--- src/rtl/instr_queue_pkg.sv ---
// Shared types and helpers for the fetch-side instruction queue.
// Optional same-cycle bypass is enabled by defining INSTR_QUEUE_BYPASS_EN.
package instr_queue_pkg;

    localparam int IQ_DEPTH_DEFAULT = 8;
    localparam int IQ_XLEN          = 32;

    typedef struct packed {
        logic [IQ_XLEN-1:0] pc;
        logic [IQ_XLEN-1:0] instr;
        logic               pred_taken;
    } iq_entry_t;

    // Pointer width for a power-of-two depth; never narrower than one bit.
    function automatic int iq_ptr_width(input int depth);
        return (depth <= 2) ? 1 : $clog2(depth);
    endfunction

    function automatic iq_entry_t make_entry(
        input logic [IQ_XLEN-1:0] pc,
        input logic [IQ_XLEN-1:0] instr,
        input logic               pred_taken
    );
        iq_entry_t e;
        e.pc         = pc;
        e.instr      = instr;
        e.pred_taken = pred_taken;
        return e;
    endfunction

endpackage

--- src/rtl/instr_queue_if.sv ---
// Fetch/decode side signals of the instruction queue. The master side is the
// fetch stage plus decode environment; the slave side is the queue itself.
interface instr_queue_if;
    import instr_queue_pkg::*;

    logic               mispredict;
    logic               imem_resp;
    logic               instr_v;
    logic [IQ_XLEN-1:0] fetch_pc;
    logic [IQ_XLEN-1:0] imem_rdata;
    logic               pred_taken;
    logic               stall;
    logic               dq_valid;
    logic               dq_ready;
    logic [IQ_XLEN-1:0] dq_pc;
    logic [IQ_XLEN-1:0] dq_instr;
    logic               dq_pred_taken;

    modport master (
        output mispredict, imem_resp, instr_v, fetch_pc, imem_rdata, pred_taken, dq_ready,
        input  stall, dq_valid, dq_pc, dq_instr, dq_pred_taken
    );

    modport slave (
        input  mispredict, imem_resp, instr_v, fetch_pc, imem_rdata, pred_taken, dq_ready,
        output stall, dq_valid, dq_pc, dq_instr, dq_pred_taken
    );

endinterface

--- src/rtl/instr_queue_iq_ram.sv ---
// Entry storage for the instruction queue: one write port, one asynchronous
// read port, no reset (contents are qualified by the pointers in the top).
module iq_ram
    import instr_queue_pkg::*;
#(
    parameter int DEPTH = IQ_DEPTH_DEFAULT,
    parameter int AW    = iq_ptr_width(DEPTH)
) (
    input  logic      clk,
    input  logic      we,
    input  logic [AW-1:0] waddr,
    input  iq_entry_t wdata,
    input  logic [AW-1:0] raddr,
    output iq_entry_t rdata
);

    iq_entry_t mem [DEPTH];

    always_ff @(posedge clk) begin
        if (we) begin
            mem[waddr] <= wdata;
        end
    end

    assign rdata = mem[raddr];

endmodule

--- src/rtl/instr_queue.sv ---
// Circular instruction buffer between fetch and decode with mispredict flush.
// Define INSTR_QUEUE_BYPASS_EN to let an entry reach decode in the cycle it
// arrives when the queue is empty and decode is ready.
module instr_queue
    import instr_queue_pkg::*;
#(
    parameter int DEPTH = IQ_DEPTH_DEFAULT
) (
    input logic         clk,
    input logic         rst,
    instr_queue_if.slave iq
);

    localparam int AW = iq_ptr_width(DEPTH);
    localparam int CW = AW + 1;
    localparam logic [CW-1:0] FULL_COUNT = CW'(DEPTH);

    logic [AW-1:0] head_reg, head_next;
    logic [AW-1:0] tail_reg, tail_next;
    logic [CW-1:0] count_reg, count_next;

    logic      full;
    logic      empty;
    logic      enq;
    logic      deq;
    logic      bypass;
    logic      ram_we;
    logic      ram_pop;
    iq_entry_t in_entry;
    iq_entry_t head_entry;
    iq_entry_t out_entry;

    // Full/empty come only from registered count, so a same-cycle dequeue
    // never lets a response in while full.
    assign full     = (count_reg == FULL_COUNT);
    assign empty    = (count_reg == '0);
    assign iq.stall = full;

    assign in_entry = make_entry(iq.fetch_pc, iq.imem_rdata, iq.pred_taken);
    assign enq      = iq.imem_resp & iq.instr_v & ~iq.mispredict & ~full;

`ifdef INSTR_QUEUE_BYPASS_EN
    assign bypass    = empty & enq & iq.dq_ready;
    assign out_entry = empty ? in_entry : head_entry;
`else
    assign bypass    = 1'b0;
    assign out_entry = head_entry;
`endif

    assign iq.dq_valid      = (~empty | bypass) & ~iq.mispredict;
    assign iq.dq_pc         = out_entry.pc;
    assign iq.dq_instr      = out_entry.instr;
    assign iq.dq_pred_taken = out_entry.pred_taken;

    assign deq = iq.dq_valid & iq.dq_ready;

    // A bypassed entry goes straight to decode and never touches storage.
    assign ram_we  = enq & ~bypass;
    assign ram_pop = deq & ~bypass;

    always_comb begin
        head_next  = head_reg;
        tail_next  = tail_reg;
        count_next = count_reg;
        if (iq.mispredict) begin
            head_next  = '0;
            tail_next  = '0;
            count_next = '0;
        end else begin
            if (ram_we) begin
                tail_next = tail_reg + AW'(1);
            end
            if (ram_pop) begin
                head_next = head_reg + AW'(1);
            end
            case ({ram_we, ram_pop})
                2'b10:   count_next = count_reg + CW'(1);
                2'b01:   count_next = count_reg - CW'(1);
                default: count_next = count_reg;
            endcase
        end
    end

    always_ff @(posedge clk) begin
        if (rst) begin
            head_reg  <= '0;
            tail_reg  <= '0;
            count_reg <= '0;
        end else begin
            head_reg  <= head_next;
            tail_reg  <= tail_next;
            count_reg <= count_next;
        end
    end

    iq_ram #(
        .DEPTH (DEPTH),
        .AW    (AW)
    ) u_ram (
        .clk   (clk),
        .we    (ram_we),
        .waddr (tail_reg),
        .wdata (in_entry),
        .raddr (head_reg),
        .rdata (head_entry)
    );

endmodule

--- src/flat_wrapper.sv ---
// flat-port wrapper written by rule: the top's interface ports become plain ports
module instr_queue_flat import instr_queue_pkg::*;
#(
    parameter int DEPTH = IQ_DEPTH_DEFAULT
)
  (clk, rst, iq_mispredict, iq_imem_resp, iq_instr_v, iq_fetch_pc, iq_imem_rdata, iq_pred_taken, iq_dq_ready, iq_stall, iq_dq_valid, iq_dq_pc, iq_dq_instr, iq_dq_pred_taken);
  instr_queue_if iq_i ();
  input logic clk;
  input logic rst;
  input wire logic [$bits(iq_i.mispredict)-1:0] iq_mispredict;
  input wire logic [$bits(iq_i.imem_resp)-1:0] iq_imem_resp;
  input wire logic [$bits(iq_i.instr_v)-1:0] iq_instr_v;
  input wire logic [$bits(iq_i.fetch_pc)-1:0] iq_fetch_pc;
  input wire logic [$bits(iq_i.imem_rdata)-1:0] iq_imem_rdata;
  input wire logic [$bits(iq_i.pred_taken)-1:0] iq_pred_taken;
  input wire logic [$bits(iq_i.dq_ready)-1:0] iq_dq_ready;
  output wire logic [$bits(iq_i.stall)-1:0] iq_stall;
  output wire logic [$bits(iq_i.dq_valid)-1:0] iq_dq_valid;
  output wire logic [$bits(iq_i.dq_pc)-1:0] iq_dq_pc;
  output wire logic [$bits(iq_i.dq_instr)-1:0] iq_dq_instr;
  output wire logic [$bits(iq_i.dq_pred_taken)-1:0] iq_dq_pred_taken;
  assign iq_i.mispredict = iq_mispredict;
  assign iq_i.imem_resp = iq_imem_resp;
  assign iq_i.instr_v = iq_instr_v;
  assign iq_i.fetch_pc = iq_fetch_pc;
  assign iq_i.imem_rdata = iq_imem_rdata;
  assign iq_i.pred_taken = iq_pred_taken;
  assign iq_i.dq_ready = iq_dq_ready;
  assign iq_stall = iq_i.stall;
  assign iq_dq_valid = iq_i.dq_valid;
  assign iq_dq_pc = iq_i.dq_pc;
  assign iq_dq_instr = iq_i.dq_instr;
  assign iq_dq_pred_taken = iq_i.dq_pred_taken;
  instr_queue #(.DEPTH(DEPTH)) u_core (.clk(clk), .rst(rst), .iq(iq_i));
endmodule
--- config.mk ---
export PLATFORM = sky130hd
export DESIGN_NAME = instr_queue_flat
export DESIGN_NICKNAME = d
export VERILOG_FILES = /design/src/rtl/instr_queue_pkg.sv /design/src/rtl/instr_queue_if.sv /design/src/rtl/instr_queue_iq_ram.sv /design/src/rtl/instr_queue.sv /design/src/flat_wrapper.sv
export SDC_FILE = /design/constraint.sdc
export NUM_CORES = 1
export LEC_CHECK = 0
export BUFFER_PORTS_ARGS = -buffer_cell sky130_fd_sc_hd__buf_2
export CAP_MARGIN = 20
export CORE_UTILIZATION = 35
export CTS_CLUSTER_DIAMETER = 40
export CTS_CLUSTER_SIZE = 28
export DETAILED_ROUTE_END_ITERATION = 12
export GPL_TIMING_DRIVEN = 0
export PLACE_DENSITY = 0.51
export SYNTH_ARGS = -nofsm -noshare
export SYNTH_HDL_FRONTEND = slang
export SYNTH_SLANG_ARGS = --single-unit
--- constraint.sdc ---
create_clock -name clk -period 11.9 [get_ports clk]
set_input_delay 0.595 -clock clk [delete_from_list [all_inputs] [get_ports clk]]
set_output_delay 0.595 -clock clk [all_outputs]
set_load 0.05 [all_outputs]
**Yosys cells after proc, flatten, opt, wreduce, memory -nomap -nowiden**

Memory sizes are Yosys's and may differ from the RTL's. A register that Yosys moved wholly into a read port is not among the register bits.
Index checks and enable logic that the tools add are counted.

- Register bits: 10
- Memory bits (writable): 520
- Bits of input ports: 71
- Output and inout bits: 67
- Logic and storage cells: 27
- Memories: 1

- Add/subtract/negate cells: 4
- Eq/ne operators: 3
- Mux-type cells: 5
- Bitwise gates (word level): 8
- Reduce and logical (&&, ||, !) cells: 3

Memory list:

| memory | depth | width | rd ports | clocked after memory_dff | write ports | RTL line | source |
|---|---|---|---|---|---|---|---|
| u_core.u_ram.mem | 8 | 65 | 1 | 1 | 1 | instr_queue_iq_ram.sv:17 | `iq_entry_t mem [DEPTH];` |

Operators with widths:

| operator | number |
|---|---|
| 4-bit case mux with 2 select lines | 1 |
| 3-bit by 1-bit adder with 3-bit output (second input constant) | 2 |
| 3-bit 2-to-1 mux | 2 |
| 1-bit bitwise AND | 5 |
| 4-bit by 1-bit adder with 4-bit output (second input constant) | 1 |
| 4-bit equality test (second input constant) | 1 |
| 4-bit zero test | 1 |
| 4-bit by 1-bit subtractor with 4-bit output (second input constant) | 1 |
| 1-bit inverter | 3 |
| 2-bit by 1-bit equality test with 1-bit output (second input constant) | 1 |
| 2-bit equality test (second input constant) | 1 |
| 1-bit 2-to-1 mux | 2 |
| 2-bit nonzero test | 1 |
| 2-bit OR reduction | 1 |

**Depth between registers and ports, before layout**

Gate-level depths: netlist of run 1.

- Word-level depth: 6
- Depth in mapped cells: 11
- Mapped depth without buffers: 10

**Hierarchy**

Synthesis of run 1 repeated with hierarchy kept, for this count alone.

- Cells, all modules: 826
- Area, all modules: 20148.1 um2

By module, submodules not included:

| module | times used | cells each | area an instance (um2) | sequential area each (um2) |
|---|---|---|---|---|
| iq_ram | 1 | 764 | 19556.3 | 15615.0 |
| instr_queue | 1 | 62 | 591.8 | 200.2 |

**Worst setup path after synthesis of run 1**

OpenSTA, ideal clock, no wires.

- Path kind: reg2reg
- Start: register u_core.count_reg[1]
- End: memory u_core.u_ram.mem[0][0] (netlist bit), enable pin
- Library setup time: 568 ps
- Data arrival time: 5708 ps
- Required time: 11332 ps
- Slack: 5624 ps
- Cell stages (with the launch flop): 6
- Buffers on the path: 1
- Clock period less this slack: 6276 ps
- Cells stage by stage: dfxtp_1 clkbuf_1 nor4b_2 nor3_2 nand2b_1 nor3_1

- Word-level cells in the longest chain between the ends: 5

RTL lines:

| item | RTL line | source |
|---|---|---|
| start: declaration | instr_queue.sv:20 | `logic [CW-1:0] count_reg, count_next;` |
| start signal: assignment | instr_queue.sv:92 | `count_reg <= count_next;` |
| 4-bit equality test | instr_queue.sv:35 | `assign full = (count_reg == FULL_COUNT);` |
| via iq_stall | flat_wrapper.sv:17 | `output wire logic [$bits(iq_i.stall)-1:0] iq_stall;` |
| 1-bit inverter | instr_queue.sv:40 | `assign enq = iq.imem_resp & iq.instr_v & ~iq.mispredict & ~full;` |
| 1-bit bitwise AND | instr_queue.sv:40 |  |
| 1-bit 2-to-1 mux | instr_queue_iq_ram.sv:20 | `if (we) begin` |
| 1-bit 2-to-1 mux (implied by the code) | instr_queue_iq_ram.sv:21 | `mem[waddr] <= wdata;` |
| end: declaration | instr_queue_iq_ram.sv:17 |  |

The timed path passes the listed nets, and every way through them passes these cells.

==> flow_summary.toml, run 1 <==
[run_status]
status = "finished clean"

[clocking]
cts_buffer_depth = 3
cts_max_level = 3
cts_resized = 0
clk_latency_ns = 0.60
cts_made_buffers = 79
holdBufCountCts = 0
clockRootBuffer = "clkbuf_16"
cts_sinks = 533
path_clk_slew_ns = 0.06
cts_tree = "built"
post_cts_buffers = 0

[critical_path]
required_ns = 11.31
critical_path_class = "flop to primary output"
regToRegStartpoint = "u_core.count_reg[1]"
endpoint_kind = "primary output"
r2r-end = "u_core.u_ram.mem[0][58]"
crit_fanout = 10
worst_r2r_path_depth = 8
critPathLaunchType = "flop"
cp.arrival_ns = 2.94
rrSetupSlack_ns = 8.77

[finish]
num_antenna_cells = 0
layout-drive-gt1-share_pct = 45.94
multi_input_comb_area_um2 = 4124
final_area_um2 = 25160
fin_nets = 1159
ff_latch_area_um2 = 15880
n_fill_cell = 4853
layout.cells.non_filler = 1901
largest_reg_flops = 520
areaGrowthSynthToFinish_pct = 24.64

[flow_run]
drv_cap = 0

[hold_path]
min_to = "u_core.u_ram.mem[3][49]"
hold-path-cell-count = 1
holdCritStartpoint = "iq_fetch_pc[16]"
hp-class = "input pin to flop"

[synthesis]
synth_common_cells = "edfxtp_1 (520), mux4_2 (130), mux2_2 (65), nor2_1 (16), clkbuf_1 (15)"
netlist_area_um2 = 20180
synth_top_area_share_pct = 77.37
ys_seq_area_share_pct = 78.66
synth_ff_type = "edfxtp_1"
ys_async_sr_fraction_pct = 0
synth_area_leader_cell = "edfxtp_1"
yosysMostFrequentCell = "edfxtp_1"
synth-seq-cells = 533
synth_cells = 831
yosysUniqueCellTypes = 32
postSynthAreaPerCell_um2 = 24.29
synth_edf_count = 520
ys_warn_count = 0
synth_area_leaders = "edfxtp_1 (77%), mux4_2 (15%), mux2_2 (3.6%), dfxtp_1 (1.3%), buf_6 (0.61%)"
synthesis.nets = 907

[place]
io_buffers = 137
gp_congestion = 0.6969
placed_area_um2 = 22420
dp.cells = 1758
pre_cts_ws_ns = 8.659
hpwl_um = 27430

[power_and_ir_drop]
ir_drop_v = 0.00009841
power_mw = 4.524
p_leak_nw = 8.064
power.density_nw_per_um2 = 179.9

[timing]
tightest_slew_ns = 1.006
final.setup_skew_ns = 0.02301
rsz0062_at_grt = "no"
tns_ns = 0
finalHoldViolations = 0
setup_viol = 0
worst_slack_ns = 8.362
fmax_mhz = 282.7
final_max_slew_viol_count = 0
slew_headroom_pct = 32.59
min_period_ns = 3.538
period_share_pct = 29.73

[floorplan]
die_y_um = 242.1
coreArea_um2 = 56710
io_pins = 138
dieArea_um2 = 58630
die_x_um = 242.1
initial_utilization_pct = 35.59
rows = 87

[global_route]
grt_overflow_total = 0
grt_pass1_vias = 9988
grt_start_max_net_pins = 25
grt_antenna_before_repair = 6
grt_util_all_layers_pct = 15.31
grt_first_pass_wirelength_um = 65570

[drt]
firstDrtPassIters = 5
wirelength_um = 44090
drt-wirelength-per-cell_um = 23.19
drc = 0
drt_iter0_markers = 550
final_antenna_net_count = 0
vias = 9331
vias_per_cell = 4.908
## through the flow
step / util, % / hold WS, ns
2_1_floorplan: - / 0.4532
3_3_place_gp: 38.46 / 0.4745
3_5_place_dp: 39.53 / 0.4819
4_1_cts: 44.36 / 0.2306
5_1_grt: 44.36 / 0.2508
6_report: 44.36 / 0.2649
## critical path, cell delays in order (launching register included)
cell and delay [ns]:
dfxtp_1 0.34, clkbuf_1 0.67, clkbuf_1 0.68, mux2_2 0.44, buf_2 0.22
## per-layer routing
metal  GRT usage [%]  vias to the layer above  part of all wire (%)
met5               0                        -                  0.18
met4           4.039                       12                   1.8
met3           4.176                       72                   4.8
met2           23.57                      202                    47
met1           21.47                     4970                    46
li1                -                     4075                     -
## layout make-up
class / instances / area share (%)
Tap cell: 756 / 3.760
Multi-Input combinational cell: 258 / 16.39
Buffer: 39 / 0.9301
Sequential cell: 533 / 63.11
Clock inverter: 51 / 2.313
Timing Repair Buffer: 171 / 4.924
Clock buffer: 92 / 8.555
Inverter: 1 / 0.01492
## power by group
group	switching [mW]	leakage, nW	internal (mW)
combinational	0.0648	1.95	0.0293
sequential	0.00186	4.79	2.07
clock	0.854	1.33	1.51
## cell families (layout without fill, tap and decap cells)
family	after synthesis	after routing	share of synthesized area (%)
compound gates	10	10	0.2852
xor+xnor	5	5	0.2170
fa+ha+maj	5	5	0.3100
buf+inv	40	354	1.178
flops	533	533	78.66
mux	197	197	18.23
simple gates	41	41	1.116
## worst max path at each step
stage                     cells past startpoint  slack (ns)                 endpoint
after global placement                        4       -0.12  u_core.u_ram.mem[0][52]
after detailed placement                      6        8.66  u_core.u_ram.mem[5][50]
after floorplan                               5        5.62   u_core.u_ram.mem[0][0]
after global routing                          4        8.14          iq_dq_instr[23]
after CTS                                     4        8.17              iq_dq_pc[5]
final                                         4        8.36              iq_dq_pc[2]
## cells in the final DEF, fill, tap and decap left out, types with 2 or more instances in the layout
cell type / synthesis / layout
buf_8: 0 / 2
a21oi_1: 4 / 4
buf_2: 4 / 141
inv_6: 0 / 10
nor3_2: 1 / 3
buf_12: 0 / 13
clkbuf_16: 0 / 84
nand3_1: 2 / 2
o21ai_0: 4 / 4
ha_1: 5 / 5
buf_1: 9 / 9
buf_6: 11 / 27
buf_16: 0 / 3
xnor2_1: 2 / 2
nand2_1: 6 / 6
mux2_2: 65 / 65
dfxtp_1: 13 / 13
clkinv_4: 0 / 6
clkinv_1: 0 / 5
mux4_2: 130 / 130
nand2b_1: 4 / 4
edfxtp_1: 520 / 520
nor2_1: 16 / 10
clkinvlp_4: 0 / 7
inv_8: 0 / 3
clkbuf_8: 0 / 2
mux2i_1: 2 / 2
xor2_1: 3 / 3
clkbuf_1: 15 / 21
nor2_4: 0 / 6
nor4bb_1: 2 / 2
clkinv_2: 0 / 10
bufinv_16: 0 / 9
(Power assumes the default switching activity.)
==> run 2, diff against run 1 <==
==> constraint.sdc (replaced) <==
create_clock -name clk -period 3.6 [get_ports clk]
set_input_delay 0.18 -clock clk [delete_from_list [all_inputs] [get_ports clk]]
set_output_delay 0.18 -clock clk [all_outputs]
set_load 0.05 [all_outputs]
==> flow_summary.toml, run 2 (same netlist as run 1, synthesis figures left out) <==
[run_status]
status = "finished clean"

[clocking]
cts_buffer_depth = 3
cts_made_buffers = 81
cts_resized = 0
path_clk_slew_ns = 0.05
cts_max_level = 3
cts_tree = "built"
cts_sinks = 533
post_cts_buffers = 0
clk_latency_ns = 0.61
clockRootBuffer = "clkbuf_16"

[power_and_ir_drop]
p_leak_nw = 8.316
ir_drop_v = 0.0003038
power.density_nw_per_um2 = 578.2

[critical_path]
critical_path.top_delay_family = "buffers and inverters"
regToRegStartpoint = "u_core.count_reg[1]"
critical_path_class = "flop to primary output"
crit_fanout = 10
required_ns = 3.42
worst_r2r_path_depth = 8
cp.arrival_ns = 3.06
endpoint_kind = "primary output"
cp_slowest_stage_delay_ns = 0.76
rrSetupSlack_ns = 0.61
r2r-end = "u_core.u_ram.mem[0][41]"
critPathBufInv = 3
path_cells = "clkbuf_1 > clkbuf_1 > mux2_2 > buf_2"
worst_path_most_repeated_cell = "clkbuf_1"
critPathLaunchType = "flop"
cp_slowest_cell = "clkbuf_1"

[drt]
drc = 0
vias = 9554
firstDrtPassIters = 5
wirelength_um = 44540
drt-wirelength-per-cell_um = 22.62
drt_iter0_markers = 642
final_antenna_net_count = 0
vias_per_cell = 4.852

[timing]
tightest_slew_ns = 1.028
min_period_ns = 3.241
fmax_mhz = 308.5
rsz0062_at_grt = "no"
worst_slack_ns = 0.3587
final_max_slew_viol_count = 0
period_share_pct = 90.04
finalHoldViolations = 0
slew_headroom_pct = 31.49
fin_hold_ws_ns = 0.05002
tns_ns = 0
setup_viol = 0
final.setup_skew_ns = 0.01889

[floorplan]
io_pins = 138
die_x_um = 242.1
rows = 87
die_y_um = 242.1
coreArea_um2 = 56710
dieArea_um2 = 58630
initial_utilization_pct = 35.59

[finish]
areaGrowthSynthToFinish_pct = 28.33
n_fill_cell = 4777
final_area_um2 = 25900
final_cell_mix = "edfxtp_1 (520), buf_2 (141), mux4_2 (130)"
num_antenna_cells = 0
layout-drive-gt1-share_pct = 42.70
largest_reg_flops = 520
final_common_cell = "edfxtp_1"
fin_nets = 1221

[place]
gp_congestion = 0.6936
pre_cts_ws_ns = 0.5285
placed_area_um2 = 22480
hpwl_um = 26600
io_buffers = 137

[hold_path]
hp-class = "input pin to flop"
hold-path-cell-count = 4
holdCritStartpoint = "iq_mispredict"

[flow_run]
drv_cap = 0

[global_route]
grt_pass1_vias = 10570
grt_util_all_layers_pct = 15.73
grt_overflow_total = 0
grt_first_pass_wirelength_um = 67470
grt_start_max_net_pins = 24
grt_antenna_before_repair = 3
[run 2: cell types whose count changed in the layout (fill, tap and decap cells not counted), sizes merged]
| cell | change |
|---|---|
| clkinv | +13 |
| buf | -7 |
| dlygate4sd3 | +67 |
| clkinvlp | +4 |
| inv | -5 |
| clkbuf | -5 |
| bufinv | +1 |
[run 2: how the worst max path moves through the flow]
stage	endpoint	cells past startpoint	slack [ns]
5_1_grt	iq_dq_instr[17]	4	0.23
6_report	iq_dq_instr[15]	4	0.36
3_3_place_gp	u_core.u_ram.mem[2][50]	5	-4.40
2_1_floorplan	u_core.u_ram.mem[4][0]	5	-0.93
3_5_place_dp	u_core.u_ram.mem[0][46]	8	0.53
4_1_cts	iq_dq_instr[15]	4	0.26
[run 2: metal layers]
layer	global-route usage [%]	wire (um)	up-vias
met5	0	37	-
met4	4.542	742	6
met3	4.121	2241	66
met2	25.06	21350	223
met1	21.26	20170	5041
li1	-	-	4218
[run 2: what timing repair did]
item	CTS	global route
endpoints found under the hold margin	523	0
setup endpoints to repair	0	0
hold buffers	67	0
[run 2: where the power goes]
group	internal [mW]	leakage (nW)	switching (mW)	total, mW
clock	4.92	1.31	2.83	7.75
combinational	0.148	2.22	0.230	0.377
sequential	6.84	4.79	0.00621	6.85
total	11.9	8.32	3.06	15.0
[run 2: metrics by stage]
| stage | total power, mW | instances | util, % |
|---|---|---|---|
| finish | 14.98 | 1969 | 45.67 |
| global route | 15.45 | 1969 | 45.67 |
| CTS | 15.15 | 1969 | 45.67 |
| detailed placement | 7.288 | 1751 | 39.65 |
| global placement | 7.267 | 1724 | 38.48 |
| floorplan | 7.123 | 831 | - |
[run 2: cell type report]
type                       count  area, um2  area share (%)
timing repair buffer         231       1959           7.566
sequential                   533      15880           61.30
buffer                        39      234.0          0.9034
inverter                       1      3.754         0.01449
multi-input combinational    258       4136           15.97
clock inverter                64      673.1           2.599
clock buffer                  87       2071           7.996
tap                          756      945.9           3.652
[run 2: worst register-to-register path: stages (launching register included)]
cell and delay [ns]:
dfxtp_1 0.30, clkbuf_1 0.29, nor4b_2 0.11, nor3_2 0.43, nand2b_1 0.37, nor3_4 0.62, buf_16 0.23, buf_8 0.17
buf_8 0.18
==> run 3, diff against run 2 <==
--- a/config.mk
+++ b/config.mk
@@ -12,6 +12,7 @@
 export CTS_CLUSTER_SIZE = 28
 export DETAILED_ROUTE_END_ITERATION = 12
 export GPL_TIMING_DRIVEN = 0
+export MAX_ROUTING_LAYER = met4
 export PLACE_DENSITY = 0.51
 export SYNTH_ARGS = -nofsm -noshare
 export SYNTH_HDL_FRONTEND = slang
==> flow_summary.toml, run 3 (same netlist as run 1, synthesis figures left out) <==
[clocking]
clk_latency_ns = 0.61
cts_tree = "built"
path_clk_slew_ns = 0.05
cts_buffer_depth = 3
clockRootBuffer = "clkbuf_16"
cts_resized = 0
cts_max_level = 3
cts_made_buffers = 81
cts_sinks = 533

[drt]
vias_per_cell = 4.858
vias = 9584
wirelength_um = 44640
drt_iter0_markers = 602
firstDrtPassIters = 5
drt-wirelength-per-cell_um = 22.62
drc = 0
final_antenna_net_count = 0

[floorplan]
coreArea_um2 = 56710
die_y_um = 242.1
rows = 87
io_pins = 138
initial_utilization_pct = 35.59
die_x_um = 242.1
dieArea_um2 = 58630

[critical_path]
critPathLaunchType = "flop"
endpoint_kind = "primary output"
worst_r2r_path_depth = 6
required_ns = 3.42
cp.arrival_ns = 3.05
regToRegStartpoint = "u_core.count_reg[1]"
endpoint = "iq_dq_instr[15]"
crit_fanout = 10
r2r-end = "u_core.u_ram.mem[4][38]"
critical_path_class = "flop to primary output"
rrSetupSlack_ns = 0.61

[place]
io_buffers = 137
dp.cells = 1751
hpwl_um = 26600
gp_congestion = 0.7014
placed_area_um2 = 22480

[timing]
final.setup_skew_ns = 0.01853
finalHoldViolations = 0
slew_headroom_pct = 32.94
min_period_ns = 3.227
final_max_slew_viol_count = 0
period_share_pct = 89.63
fin_hold_ws_ns = 0.04936
tightest_slew_ns = 1.006
tns_ns = 0
rsz0062_at_grt = "no"
fmax_mhz = 309.9
setup_viol = 0

[run_status]
status = "finished clean"

[finish]
largest_reg_flops = 520
final_area_um2 = 25910
layout-drive-gt1-share_pct = 42.70
fin_nets = 1221
final_cell_mix = "edfxtp_1 (520), buf_2 (141), mux4_2 (130)"
areaGrowthSynthToFinish_pct = 28.38
n_fill_cell = 4777
layout.cells.non_filler = 1973
final_common_cell = "edfxtp_1"

[power_and_ir_drop]
p_leak_nw = 8.316
power.density_nw_per_um2 = 578.3
power_mw = 14.98
ir_drop_v = 0.0003040

[global_route]
grt_pass1_vias = 10590
grt_util_all_layers_pct = 16.22
grt_first_pass_wirelength_um = 67390
grt_overflow_total = 0
grt_antenna_before_repair = 4
grt_start_max_net_pins = 24

[hold_path]
hold-path-cell-count = 4
hp-class = "input pin to flop"

[flow_run]
drv_cap = 0
-- run 3: routing by layer --
| metal | track usage [%] | part of all wire, % | vias up |
|---|---|---|---|
| met5 | - | 0 | - |
| met1 | 21.25 | 45 | 5066 |
| met4 | 4.598 | 1.7 | 0 |
| met2 | 25.12 | 48 | 236 |
| li1 | - | - | 4219 |
| met3 | 4.043 | 5.1 | 63 |
-- run 3: worst min-delay path by stage --
stage                      startpoint                      end  slack (ns)
floorplan               iq_pred_taken   u_core.u_ram.mem[0][0]        0.28
global placement    iq_imem_rdata[14]  u_core.u_ram.mem[6][15]        0.45
detailed placement  iq_imem_rdata[17]  u_core.u_ram.mem[7][18]        0.45
CTS                     iq_mispredict                     flop        0.02
global route            iq_mispredict       u_core.head_reg[0]        0.06
finish                  iq_mispredict                     flop        0.05
-- run 3: timing repair --
item,CTS,global route
hold endpoints to repair,523,0
hold buffers,67,0
buffers inserted,0,0
-- run 3: power breakdown --
part	internal, mW	switching (mW)	total [mW]
sequential	6.84	0.00621	6.85
clock	4.93	2.83	7.76
combinational	0.148	0.230	0.377
-- run 3: cell type report --
type,instances,area [um2],share of cell area (%)
Antenna cell,4,10.01,0.03863
Buffer,39,234.0,0.9031
Clock buffer,87,2071,7.992
Clock inverter,64,673.1,2.598
Inverter,1,3.754,0.01449
Multi-Input combinational cell,258,4136,15.97
Sequential cell,533,15880,61.27
Tap cell,756,945.9,3.651
Timing Repair Buffer,231,1959,7.563
-- run 3: per-stage QoR --
stage	utilization [%]	setup WS, ns
after floorplan	-	-0.9338
after global placement	38.48	-4.403
after detailed placement	39.65	0.5285
after CTS	45.67	0.2565
after global routing	45.68	0.2338
final	45.68	0.3733
-- run 3: worst max-delay path, stage by stage, from the launching register on --
cell	delay [ns]
dfxtp_1	0.32
clkbuf_1	0.75
clkbuf_1	0.68
mux2_2	0.46
buf_2	0.23
